$ cat src/rtl/c3po_sink_pkg.sv
// -----------------------------------------------------------------------------
// c3po_sink_pkg
// Shared types and helpers for the C3PO output sink.
//   sink_state_e : reassembly FSM states (IDLE, COLLECT, DROP, HOLD)
//   err_cause_e  : reason an accepted beat was flagged as a framing error
//   BEAT_BYTES   : bytes carried by one beat
//   PKT_BYTES    : bytes in a fully reassembled packet word
//   mask_beat()  : zeroes every byte at or above the valid byte count
//   vbc_legal()  : checks a beat's valid byte count against its framing
// -----------------------------------------------------------------------------
package c3po_sink_pkg;

    localparam int BEAT_BYTES = 32;
    localparam int PKT_BYTES  = 160;
    localparam int BEAT_W     = BEAT_BYTES * 8;

    typedef enum logic [1:0] {
        IDLE,
        COLLECT,
        DROP,
        HOLD
    } sink_state_e;

    // ERR_NONE marks a beat that raised no error.
    typedef enum logic [2:0] {
        ERR_NONE,
        ERR_ORPHAN,
        ERR_NESTED_SOP,
        ERR_OVERFLOW,
        ERR_BAD_VBC
    } err_cause_e;

    // Keeps bytes below vbc and clears the rest. Full beats (vbc = 32) pass
    // through unchanged, so this can be applied to every stored beat.
    function automatic logic [BEAT_W-1:0] mask_beat(input logic [BEAT_W-1:0] data,
                                                    input logic [7:0]        vbc);
        logic [BEAT_W-1:0] res;
        res = '0;
        for (int b = 0; b < BEAT_BYTES; b++) begin
            if (b < int'(vbc)) begin
                res[8*b +: 8] = data[8*b +: 8];
            end
        end
        return res;
    endfunction

    // Middle beats must be full; the closing beat may carry 1..32 bytes.
    function automatic logic vbc_legal(input logic eop, input logic [7:0] vbc);
        if (eop) begin
            return (vbc >= 8'd1) && (vbc <= 8'(BEAT_BYTES));
        end
        return vbc == 8'(BEAT_BYTES);
    endfunction

endpackage

$ cat src/rtl/c3po_sink_sat_cnt.sv
// -----------------------------------------------------------------------------
// c3po_sink_sat_cnt
// Saturating event counter with synchronous clear.
//   clock : rising-edge clock
//   reset : synchronous active-high reset, count returns to zero
//   clr   : synchronous clear, takes priority over inc
//   inc   : count one event this cycle
//   count : current count, sticks at all-ones
// -----------------------------------------------------------------------------
module c3po_sink_sat_cnt #(
    parameter int WIDTH = 8
) (
    input  logic             clock,
    input  logic             reset,
    input  logic             clr,
    input  logic             inc,
    output logic [WIDTH-1:0] count
);

    // Clear beats increment so a clear issued alongside an event still lands
    // at zero; once all-ones is reached further events are absorbed.
    always_ff @(posedge clock) begin
        if (reset) begin
            count <= '0;
        end else if (clr) begin
            count <= '0;
        end else if (inc && (count != '1)) begin
            count <= count + WIDTH'(1);
        end
    end

endmodule

$ cat src/rtl/c3po_out_sink.sv
// -----------------------------------------------------------------------------
// c3po_out_sink
// Reassembles 32-byte C3PO output beats into one 160-byte packet word.
//   sig_clock, sig_reset        : clock and synchronous active-high reset
//   sig_i_sop/eop/val/vbc/data  : incoming beat and its framing
//   sig_ready                   : beat backpressure, low while a packet waits
//   sig_pkt_val/ready           : packet handshake toward the consumer
//   sig_pkt_data, sig_pkt_len   : reassembled packet and its byte length
//   sig_err_pulse               : one pulse per beat with a framing error
//   sig_cnt_pkt, sig_cnt_err    : saturating delivered-packet / error counts
//   sig_clr_cnt                 : synchronous clear of both counters
// -----------------------------------------------------------------------------
module c3po_out_sink
    import c3po_sink_pkg::*;
#(
    parameter int MAX_BEATS  = 5,
    parameter int CNT_SIZE_P = 8
) (
    input  logic                        sig_clock,
    input  logic                        sig_reset,
    input  logic                        sig_i_sop,
    input  logic                        sig_i_eop,
    input  logic                        sig_i_val,
    input  logic [7:0]                  sig_i_vbc,
    input  logic [BEAT_W-1:0]           sig_i_data,
    output logic                        sig_ready,
    output logic                        sig_pkt_val,
    input  logic                        sig_pkt_ready,
    output logic [MAX_BEATS*BEAT_W-1:0] sig_pkt_data,
    output logic [7:0]                  sig_pkt_len,
    output logic                        sig_err_pulse,
    output logic [CNT_SIZE_P-1:0]       sig_cnt_pkt,
    output logic [CNT_SIZE_P-1:0]       sig_cnt_err,
    input  logic                        sig_clr_cnt
);

    localparam int IDX_W = (MAX_BEATS > 1) ? $clog2(MAX_BEATS) : 1;

    sink_state_e                         state;
    sink_state_e                         state_next;
    err_cause_e                          err_cause;
    logic [IDX_W-1:0]                    beat_idx;
    logic [MAX_BEATS-1:0][BEAT_W-1:0]    pkt_buf;
    logic [7:0]                          pkt_len;
    logic [7:0]                          len_next;
    logic [BEAT_W-1:0]                   beat_masked;
    logic                                err_pulse;
    logic                                beat_acc;
    logic                                vbc_ok;
    logic                                do_start;
    logic                                do_store;
    logic                                pkt_take;
    logic                                err_now;

    assign beat_acc    = sig_i_val && sig_ready;
    assign vbc_ok      = vbc_legal(sig_i_eop, sig_i_vbc);
    assign beat_masked = mask_beat(sig_i_data, sig_i_vbc);
    assign pkt_take    = (state == HOLD) && sig_pkt_ready;
    assign err_now     = (err_cause != ERR_NONE);
    assign len_next    = 8'(BEAT_BYTES * int'(beat_idx) + int'(sig_i_vbc));

    // State register.
    always_ff @(posedge sig_clock) begin
        if (sig_reset) begin
            state <= IDLE;
        end else begin
            state <= state_next;
        end
    end

    // Next-state and datapath control. A sop beat accepted in IDLE, COLLECT
    // or DROP runs the shared START step at the bottom; a nested sop has
    // already claimed the beat's single error, so a bad vbc on that same beat
    // only redirects the state and is not reported a second time.
    always_comb begin
        state_next = state;
        do_start   = 1'b0;
        do_store   = 1'b0;
        err_cause  = ERR_NONE;
        case (state)
            IDLE: begin
                if (beat_acc) begin
                    if (sig_i_sop) begin
                        do_start = 1'b1;
                    end else begin
                        err_cause  = ERR_ORPHAN;
                        state_next = sig_i_eop ? IDLE : DROP;
                    end
                end
            end
            COLLECT: begin
                if (beat_acc) begin
                    if (sig_i_sop) begin
                        do_start  = 1'b1;
                        err_cause = ERR_NESTED_SOP;
                    end else if (!vbc_ok) begin
                        err_cause  = ERR_BAD_VBC;
                        state_next = sig_i_eop ? IDLE : DROP;
                    end else if (sig_i_eop) begin
                        do_store   = 1'b1;
                        state_next = HOLD;
                    end else if (int'(beat_idx) < MAX_BEATS - 1) begin
                        do_store = 1'b1;
                    end else begin
                        err_cause  = ERR_OVERFLOW;
                        state_next = DROP;
                    end
                end
            end
            DROP: begin
                if (beat_acc) begin
                    if (sig_i_sop) begin
                        do_start = 1'b1;
                    end else if (sig_i_eop) begin
                        state_next = IDLE;
                    end
                end
            end
            HOLD: begin
                if (sig_pkt_ready) begin
                    state_next = IDLE;
                end
            end
            default: begin
                state_next = IDLE;
            end
        endcase

        if (do_start) begin
            if (!vbc_ok) begin
                if (err_cause == ERR_NONE) begin
                    err_cause = ERR_BAD_VBC;
                end
                state_next = sig_i_eop ? IDLE : DROP;
            end else if (sig_i_eop) begin
                state_next = HOLD;
            end else begin
                state_next = COLLECT;
            end
        end
    end

    // Handshake outputs. Ready is forced low during reset so no beat can be
    // taken while the FSM is being cleared.
    always_comb begin
        sig_ready   = !sig_reset && (state != HOLD);
        sig_pkt_val = (state == HOLD);
    end

    // Packet buffer, length and error pulse. START wipes the whole buffer so
    // beats beyond the last stored one read back as zero. Stores use a
    // constant-index loop so the write slot never strays past the buffer.
    always_ff @(posedge sig_clock) begin
        if (sig_reset) begin
            pkt_buf   <= '0;
            beat_idx  <= '0;
            pkt_len   <= '0;
            err_pulse <= 1'b0;
        end else begin
            err_pulse <= err_now;
            if (do_start) begin
                pkt_buf    <= '0;
                pkt_buf[0] <= beat_masked;
                beat_idx   <= IDX_W'(1);
                if (sig_i_eop && vbc_ok) begin
                    pkt_len <= sig_i_vbc;
                end
            end else if (do_store) begin
                for (int k = 0; k < MAX_BEATS; k++) begin
                    if (beat_idx == IDX_W'(k)) begin
                        pkt_buf[k] <= beat_masked;
                    end
                end
                if (sig_i_eop) begin
                    pkt_len <= len_next;
                end else begin
                    beat_idx <= beat_idx + IDX_W'(1);
                end
            end
        end
    end

    assign sig_pkt_data  = pkt_buf;
    assign sig_pkt_len   = pkt_len;
    assign sig_err_pulse = err_pulse;

    c3po_sink_sat_cnt #(
        .WIDTH (CNT_SIZE_P)
    ) u_cnt_pkt (
        .clock (sig_clock),
        .reset (sig_reset),
        .clr   (sig_clr_cnt),
        .inc   (pkt_take),
        .count (sig_cnt_pkt)
    );

    c3po_sink_sat_cnt #(
        .WIDTH (CNT_SIZE_P)
    ) u_cnt_err (
        .clock (sig_clock),
        .reset (sig_reset),
        .clr   (sig_clr_cnt),
        .inc   (err_now),
        .count (sig_cnt_err)
    );

endmodule
$ cat config.mk
export PLATFORM = sky130hd
export DESIGN_NAME = c3po_out_sink
export DESIGN_NICKNAME = d
export VERILOG_FILES = /design/src/rtl/c3po_sink_pkg.sv /design/src/rtl/c3po_sink_sat_cnt.sv /design/src/rtl/c3po_out_sink.sv
export SDC_FILE = /design/constraint.sdc
export NUM_CORES = 2
export LEC_CHECK = 0
export BUFFER_PORTS_ARGS = -buffer_cell sky130_fd_sc_hd__clkbuf_2
export CORE_AREA = 8 8 611 613
export DETAILED_ROUTE_END_ITERATION = 10
export DIE_AREA = 0 0 619 621
export GPL_TIMING_DRIVEN = 0
export HOLD_SLACK_MARGIN = 0.03
export PLACE_DENSITY_LB_ADDON = 0.25
export SYNTH_ARGS = -nofsm -noshare
export SYNTH_HDL_FRONTEND = slang
export SYNTH_SLANG_ARGS = --single-unit
$ cat constraint.sdc
create_clock -name sig_clock -period 2.3 [get_ports sig_clock]
set_clock_uncertainty 0.1 [all_clocks]
set_input_delay 0.115 -clock sig_clock [delete_from_list [all_inputs] [get_ports sig_clock]]
set_output_delay 0.115 -clock sig_clock [all_outputs]
set_load 0.05 [all_outputs]
[Word level (Yosys, flattened, before mapping)]
Index checks and enable logic that the tools add are counted.
W data, S select, Z words.
Word-level totals
  register bits after elaboration: 1310
  input port bits: 271
  output and inout port bits: 1307
  logic and storage cells: 182
Operators by class
  $add $sub $neg: 4
  magnitude comparators: 35
  equality and inequality tests: 22
  multiplexer cells: 81
  bitwise operators: 1
  reduce and logical (&&, ||, !) cells: 27
Operators with widths (number)
  $mux W256: 3
  $mux W8: 36
  $lt A5 B8 Y1 const A: 16
  $lt A4 B8 Y1 const A: 8
  $mux W2: 17
  $lt A3 B8 Y1 const A: 4
  $ne A3 B3 Y1 const B: 7
  $mux W3: 6
  $mux W1: 17
  $add A8 B1 Y8 const B: 2
  $lt A1 B8 Y1 const A: 2
  $lt A2 B8 Y1 const A: 2
  $ne A8 B8 Y1 const B: 2
  $reduce_and A2 Y1: 7
  $reduce_and A9 Y1: 1
  $add A8 B8 Y8: 1
  $eq A8 B6 Y1 const B: 1
  $ge A8 B1 Y1 const B: 1
  $le A8 B6 Y1 const B: 1
  $pmux W2 S4: 1
  $logic_and A1 B1 Y1: 7
  $eq A3 B2 Y1 const B: 2
  $logic_not A3 Y1: 2
  $pmux W3 S2: 1
  other kinds (18): 23

[Logic depth before layout (Yosys ltp)]
  depth after elaboration: 14
  depth in mapped cells: 10
  mapped depth without buffers: 9

[Hierarchy]
Synthesis repeated with hierarchy kept, for this count alone.
Unflattened totals
  cells, all modules: 5174
  area, all modules: 47780.8 sq um
Modules (own cells, without submodules)
  c3po_out_sink: times used 1, cells an instance 5080, area an instance 46910.0 sq um, seq. area each 25904.8 sq um
  c3po_sink_sat_cnt: times used 2, cells an instance 47, area an instance 435.4 sq um, seq. area each 160.2 sq um

[Least setup slack after synthesis]
Ideal clock, no wire load.
  kind: register to register
  from: register state[0]
  to: register pkt_buf, in the netlist sig_pkt_data[824]
  setup time: 0.128 ns
  data arrival time: 1.953 ns
  required time: 2.072 ns
  setup slack: 0.119 ns
  stages on the path, launching flop included: 10
  buffers on the path: 3
  clock period less this slack: 2.181 ns
  path through: dfxtp_1 -> nor2b_1 -> and2_1 -> a21boi_4 -> nand3_4 -> buf_4 -> buf_4 -> buf_2 -> nand3_1 -> o21ai_0
On the way
  longest elaborated chain between the ends: 6
  elaborated cells on any way between the ends: 13
  those cells by class: 3 x eq/ne; 4 x mux; 6 x reduce/logical
RTL lines
  start: declaration: line c3po_out_sink.sv:39  | sink_state_e state;
  start signal: assignment: line c3po_out_sink.sv:67  | state <= state_next;
  $ne A2 B2 Y1: line c3po_out_sink.sv:146  | sig_ready = !sig_reset && (state != HOLD);
  $logic_and A1 B1 Y1: line c3po_out_sink.sv:146
  $logic_and A1 B1 Y1: line c3po_out_sink.sv:55  | assign beat_acc = sig_i_val && sig_ready;
  $mux W1: line c3po_out_sink.sv:92  | if (beat_acc) begin
  $mux W1, on equally long branches
  $reduce_and A2 Y1 (no source line) or $reduce_or A2 Y1 (tied branches)
  end signal: indexed assignment: line c3po_out_sink.sv:171  | pkt_buf[k] <= beat_masked;
  end: declaration: line c3po_out_sink.sv:43  | logic [MAX_BEATS-1:0][BEAT_W-1:0] pkt_buf;
Several ways; a longest one is shown, not always the timed one.
A chain may end at the register's enable or synchronous reset.

[Worst setup path in the final report]
  from: register state[0]
  to: register pkt_buf, in the netlist sig_pkt_data[62]
On the way
  longest elaborated chain between the ends: 7
  elaborated cells on any way between the ends: 15
  those cells by class: 3 x eq/ne; 5 x mux; 7 x reduce/logical
RTL lines (line)
  $ne A2 B2 Y1: c3po_out_sink.sv:146
  $logic_and A1 B1 Y1: c3po_out_sink.sv:146
  $logic_and A1 B1 Y1: c3po_out_sink.sv:55
  $mux W1: c3po_out_sink.sv:92
  $mux W1, on equally long branches
  $reduce_bool A2 Y1 (no source line)
  $reduce_and A2 Y1 (no source line)
Several ways; a longest one is shown, not always the timed one.

==> impl_metrics.py <==
metrics = {
    "timing": {
        "slew_violations": 0,
        "setup_ws_ns": -0.103,
        "max_slew_margin_pct": 5.73,
        "finalHoldViolCount": 0,
        "worst_pin_slew_ns": 1.41,
        "layout_min_cycle_time_ns": 2.40,
        "fin_tns_setup_ns": -4.96,
        "finalCritPeriodShare_pct": 104,
        "finalSetupViolations": 115,
        "fmax_ghz": 0.416,
        "rsz0062_at_grt": "yes",
    },
    "clock_network": {
        "clk_pin_slew_ns": 0.06,
        "cts_htree_levels": 4,
        "cts_buffers": 168,
        "clkSinkCount": 1310,
        "insertion_delay_ns": 0.84,
        "cts_tree": "built",
        "clk_path_buf_depth": 4,
        "root_buffer": "clkbuf_16",
    },
    "die": {
        "ios": 1578,
        "start_util_pct": 12.9,
        "dieArea_mm2": 0.384,
        "die-width_um": 619,
        "dieHeight_um": 621,
        "core_area_mm2": 0.364,
        "rows": 222,
    },
    "synthesis": {
        "synth_seq_area_share_pct": 55.7,
        "syn-num-nets": 6054,
        "synth_cells": 5772,
        "avgSynthCellArea_um2": 8.15,
        "synth.largest_area_cell": "dfxtp_1",
        "netlist_top_cells_area": "dfxtp_1 56%, nand2_1 14%, a21oi_1 7.8%",
        "ys_seq_elements": 1310,
        "synth_warnings": 0,
        "ys.flop_type": "dfxtp_1",
        "synth-edff-count": 0,
        "synth_top_area_share_pct": 55.7,
        "synth-simple-area-share_pct": 24.4,
        "syn_area_mm2": 0.0471,
        "synth_compound_area_share_pct": 14.3,
        "synth_xor_area_share_pct": 0.205,
        "synth_cell_types": 57,
        "synthAdderAreaFrac_pct": 0.308,
        "synthArstFlopShare_pct": 0,
        "muxShareOfSynthArea_pct": 0.213,
        "synth_top_family_by_area": "simple AND/OR/NAND/NOR gates",
    },
    "route": {
        "drcViolationCount": 0,
        "first_pass_iters": 6,
        "ant_nets": 0,
        "routed_via_density": 4.04,
        "post_drt_wl_per_cell_um": 31.7,
        "wl_mm": 409,
        "vias": 52199,
        "drt_iter0_drc": 3522,
    },
    "cells_and_area": {
        "final_core_util_pct": 20.9,
        "areaGrowthSynthToFinish_pct": 61.5,
        "drive_gt1_share_pct": 35.2,
        "instances_no_fill": 12919,
        "fin_nets": 8229,
    },
    "placed_design": {
        "dp.cells": 12199,
        "place_congestion": 0.872,
        "port_buffers": 1576,
        "dp_hpwl_mm": 331,
    },
    "outcome": {
        "violations": "setup timing",
        "status": "finished, violations left",
    },
    "job": {
        "drv_cap": 0,
    },
    "setup_path": {
        "cpMaxStageDelayCell": "dfxtp_4",
        "r2r_setup_slack_ns": -0.10,
        "cp_max_fo": 9,
        "cp.arrival_ns": 2.99,
        "critPathLaunchType": "flop",
        "crit_chain": "nor2b_4 > and2_4 > a21boi_4 > buf_6 > buf_6 > a31oi_4 > buf_12 > buf_12 > buf_16 > clkbuf_16 > nand2_1 > a21oi_1",
        "cp.required_ns": 2.88,
        "regToRegStartpoint": "state[0]",
        "path_class": "reg2reg",
        "critPathCaptureType": "flop",
        "crit_path_max_incr_delay_ns": 0.37,
        "cp-startpoint": "state[0]",
    },
    "pwr": {
        "ir_drop_mv": 0.551,
        "powerDensity_mw_per_mm2": 732,
        "leakage_uw": 0.0301,
    },
    "hold_path": {
        "hold_path.startpoint": "sig_reset",
        "hold_path.class": "in2reg",
    },
    "global_route": {
        "antenna_found_initial": 58,
        "grt_pass1_wl_mm": 516,
        "grt_max_degree": 14,
        "grt_pass1_vias": 50658,
        "grt_util_all_layers_pct": 19.9,
        "grt_overflow": 0,
    },
}
cell usage after synthesis (24+ instances only):
library cell,n
a21oi_1,730
and2_1,170
buf_2,149
buf_4,39
buf_6,25
clkbuf_1,248
dfxtp_1,1310
nand2_1,1721
nand3_1,577
nand3b_1,24
nor2_1,31
nor2b_1,69
o21ai_0,501
o21ai_1,61
report_power, final:
group / leakage (uW) / switching (uW) / internal [uW]
Clock: 0.00273 / 11600 / 16100
Combinational: 0.0168 / 3580 / 1440
Sequential: 0.0106 / 127 / 22800
area by class of cell:
type / instances / area [um2]
clock buffers: 247 / 4940
diodes: 31 / 77.6
well taps: 4816 / 6030
plain buffers: 459 / 4040
repair buffers: 2012 / 13300
fillers: 41179 / 288000
clock inverters: 48 / 613
multi-input cells: 3986 / 20700
flip-flops and latches: 1310 / 26200
inverters: 10 / 37.5
stage by stage:
stage / area [um2] / total power [uW] / setup slack (ns) / hold WS [ns]
final: 76000 / 55600 / -0.103 / 0.0874
after global routing: 75900 / 57300 / -0.152 / 0.0851
after CTS: 72500 / 56000 / -0.119 / 0.0454
after detailed placement: 61700 / 27500 / -2.26 / 0.256
after global placement: 61000 / 27400 / -3.71 / 0.252
after floorplan: 47100 / 25200 / 0.119 / 0.145
kinds of logic (layout without fill, tap and decap cells):
| group | after synthesis | in the layout |
|---|---|---|
| multiplexers | 10 | 10 |
| adder cells (fa/ha/maj) | 11 | 11 |
| flip-flops | 1310 | 1310 |
| buffers and inverters | 476 | 2776 |
| XOR/XNOR | 11 | 11 |
| AND/OR/NAND/NOR | 2634 | 2634 |
| AO/OA/AOI/OAI | 1320 | 1320 |
| other | 0 | 31 |
cells in the final DEF, fill, tap and decap left out, types with 24 or more instances in the layout:
master         synthesis  final
clkbuf_2               0   1680
nand2_1             1721   1501
dfxtp_1             1310   1307
nand3_1              577    577
a21oi_1              730    538
o21ai_0              501    474
dlygate4sd3_1          0    299
clkbuf_16              0    205
a21oi_2                0    190
and2_1               170    169
nand2_4                0    133
clkbuf_1             248    101
nand2_2                1     88
o21ai_1               61     84
buf_4                 39     75
buf_6                 25     70
buf_8                  0     62
buf_2                149     57
buf_12                 0     57
nor2b_1               69     49
clkbuf_8               0     46
clkbuf_4               0     37
diode_2                0     31
nor2_1                31     30
buf_16                 0     28
nand3b_1              24     24
worst paths after layout:
kind                  endpoint  depth (start not counted)
max reg2reg   sig_pkt_data[62]                         12
min          sig_pkt_data[255]                          3
max           sig_pkt_data[62]                         12
min reg2reg  sig_pkt_data[571]                          2
timing repair:
item	in CTS	in global routing
hold endpoints to repair	1307	0
setup buffers	48	18
hold buffers	299	0
endpoints found under the setup margin	1286	1103
pin swaps	82	222
resized for setup	477	913
gates cloned	13	30
registers in the layout (all words and copies together) (netlist names):
register         count
beat_idx             3
sig_err_pulse        1
sig_pkt_data      1280
sig_pkt_len          8
state                2
u_cnt_err.count      8
u_cnt_pkt.count      8
worst max-delay path, delay by kind of cell, from the launching register on:
family          cells  cell delay, ns
flops               1            0.37
compound gates      3            0.37
simple gates        3            0.36
buf+inv             6            0.94
per-layer routing:
metal	vias to the layer above	track usage, %	share of wire, %
li1	23716	-	-
met5	-	0	0
met2	2017	35.0	49
met1	25946	23.0	39
met3	520	5.76	7.9
met4	0	6.32	4.1
Note: power is estimated with default switching activity, not from simulation.
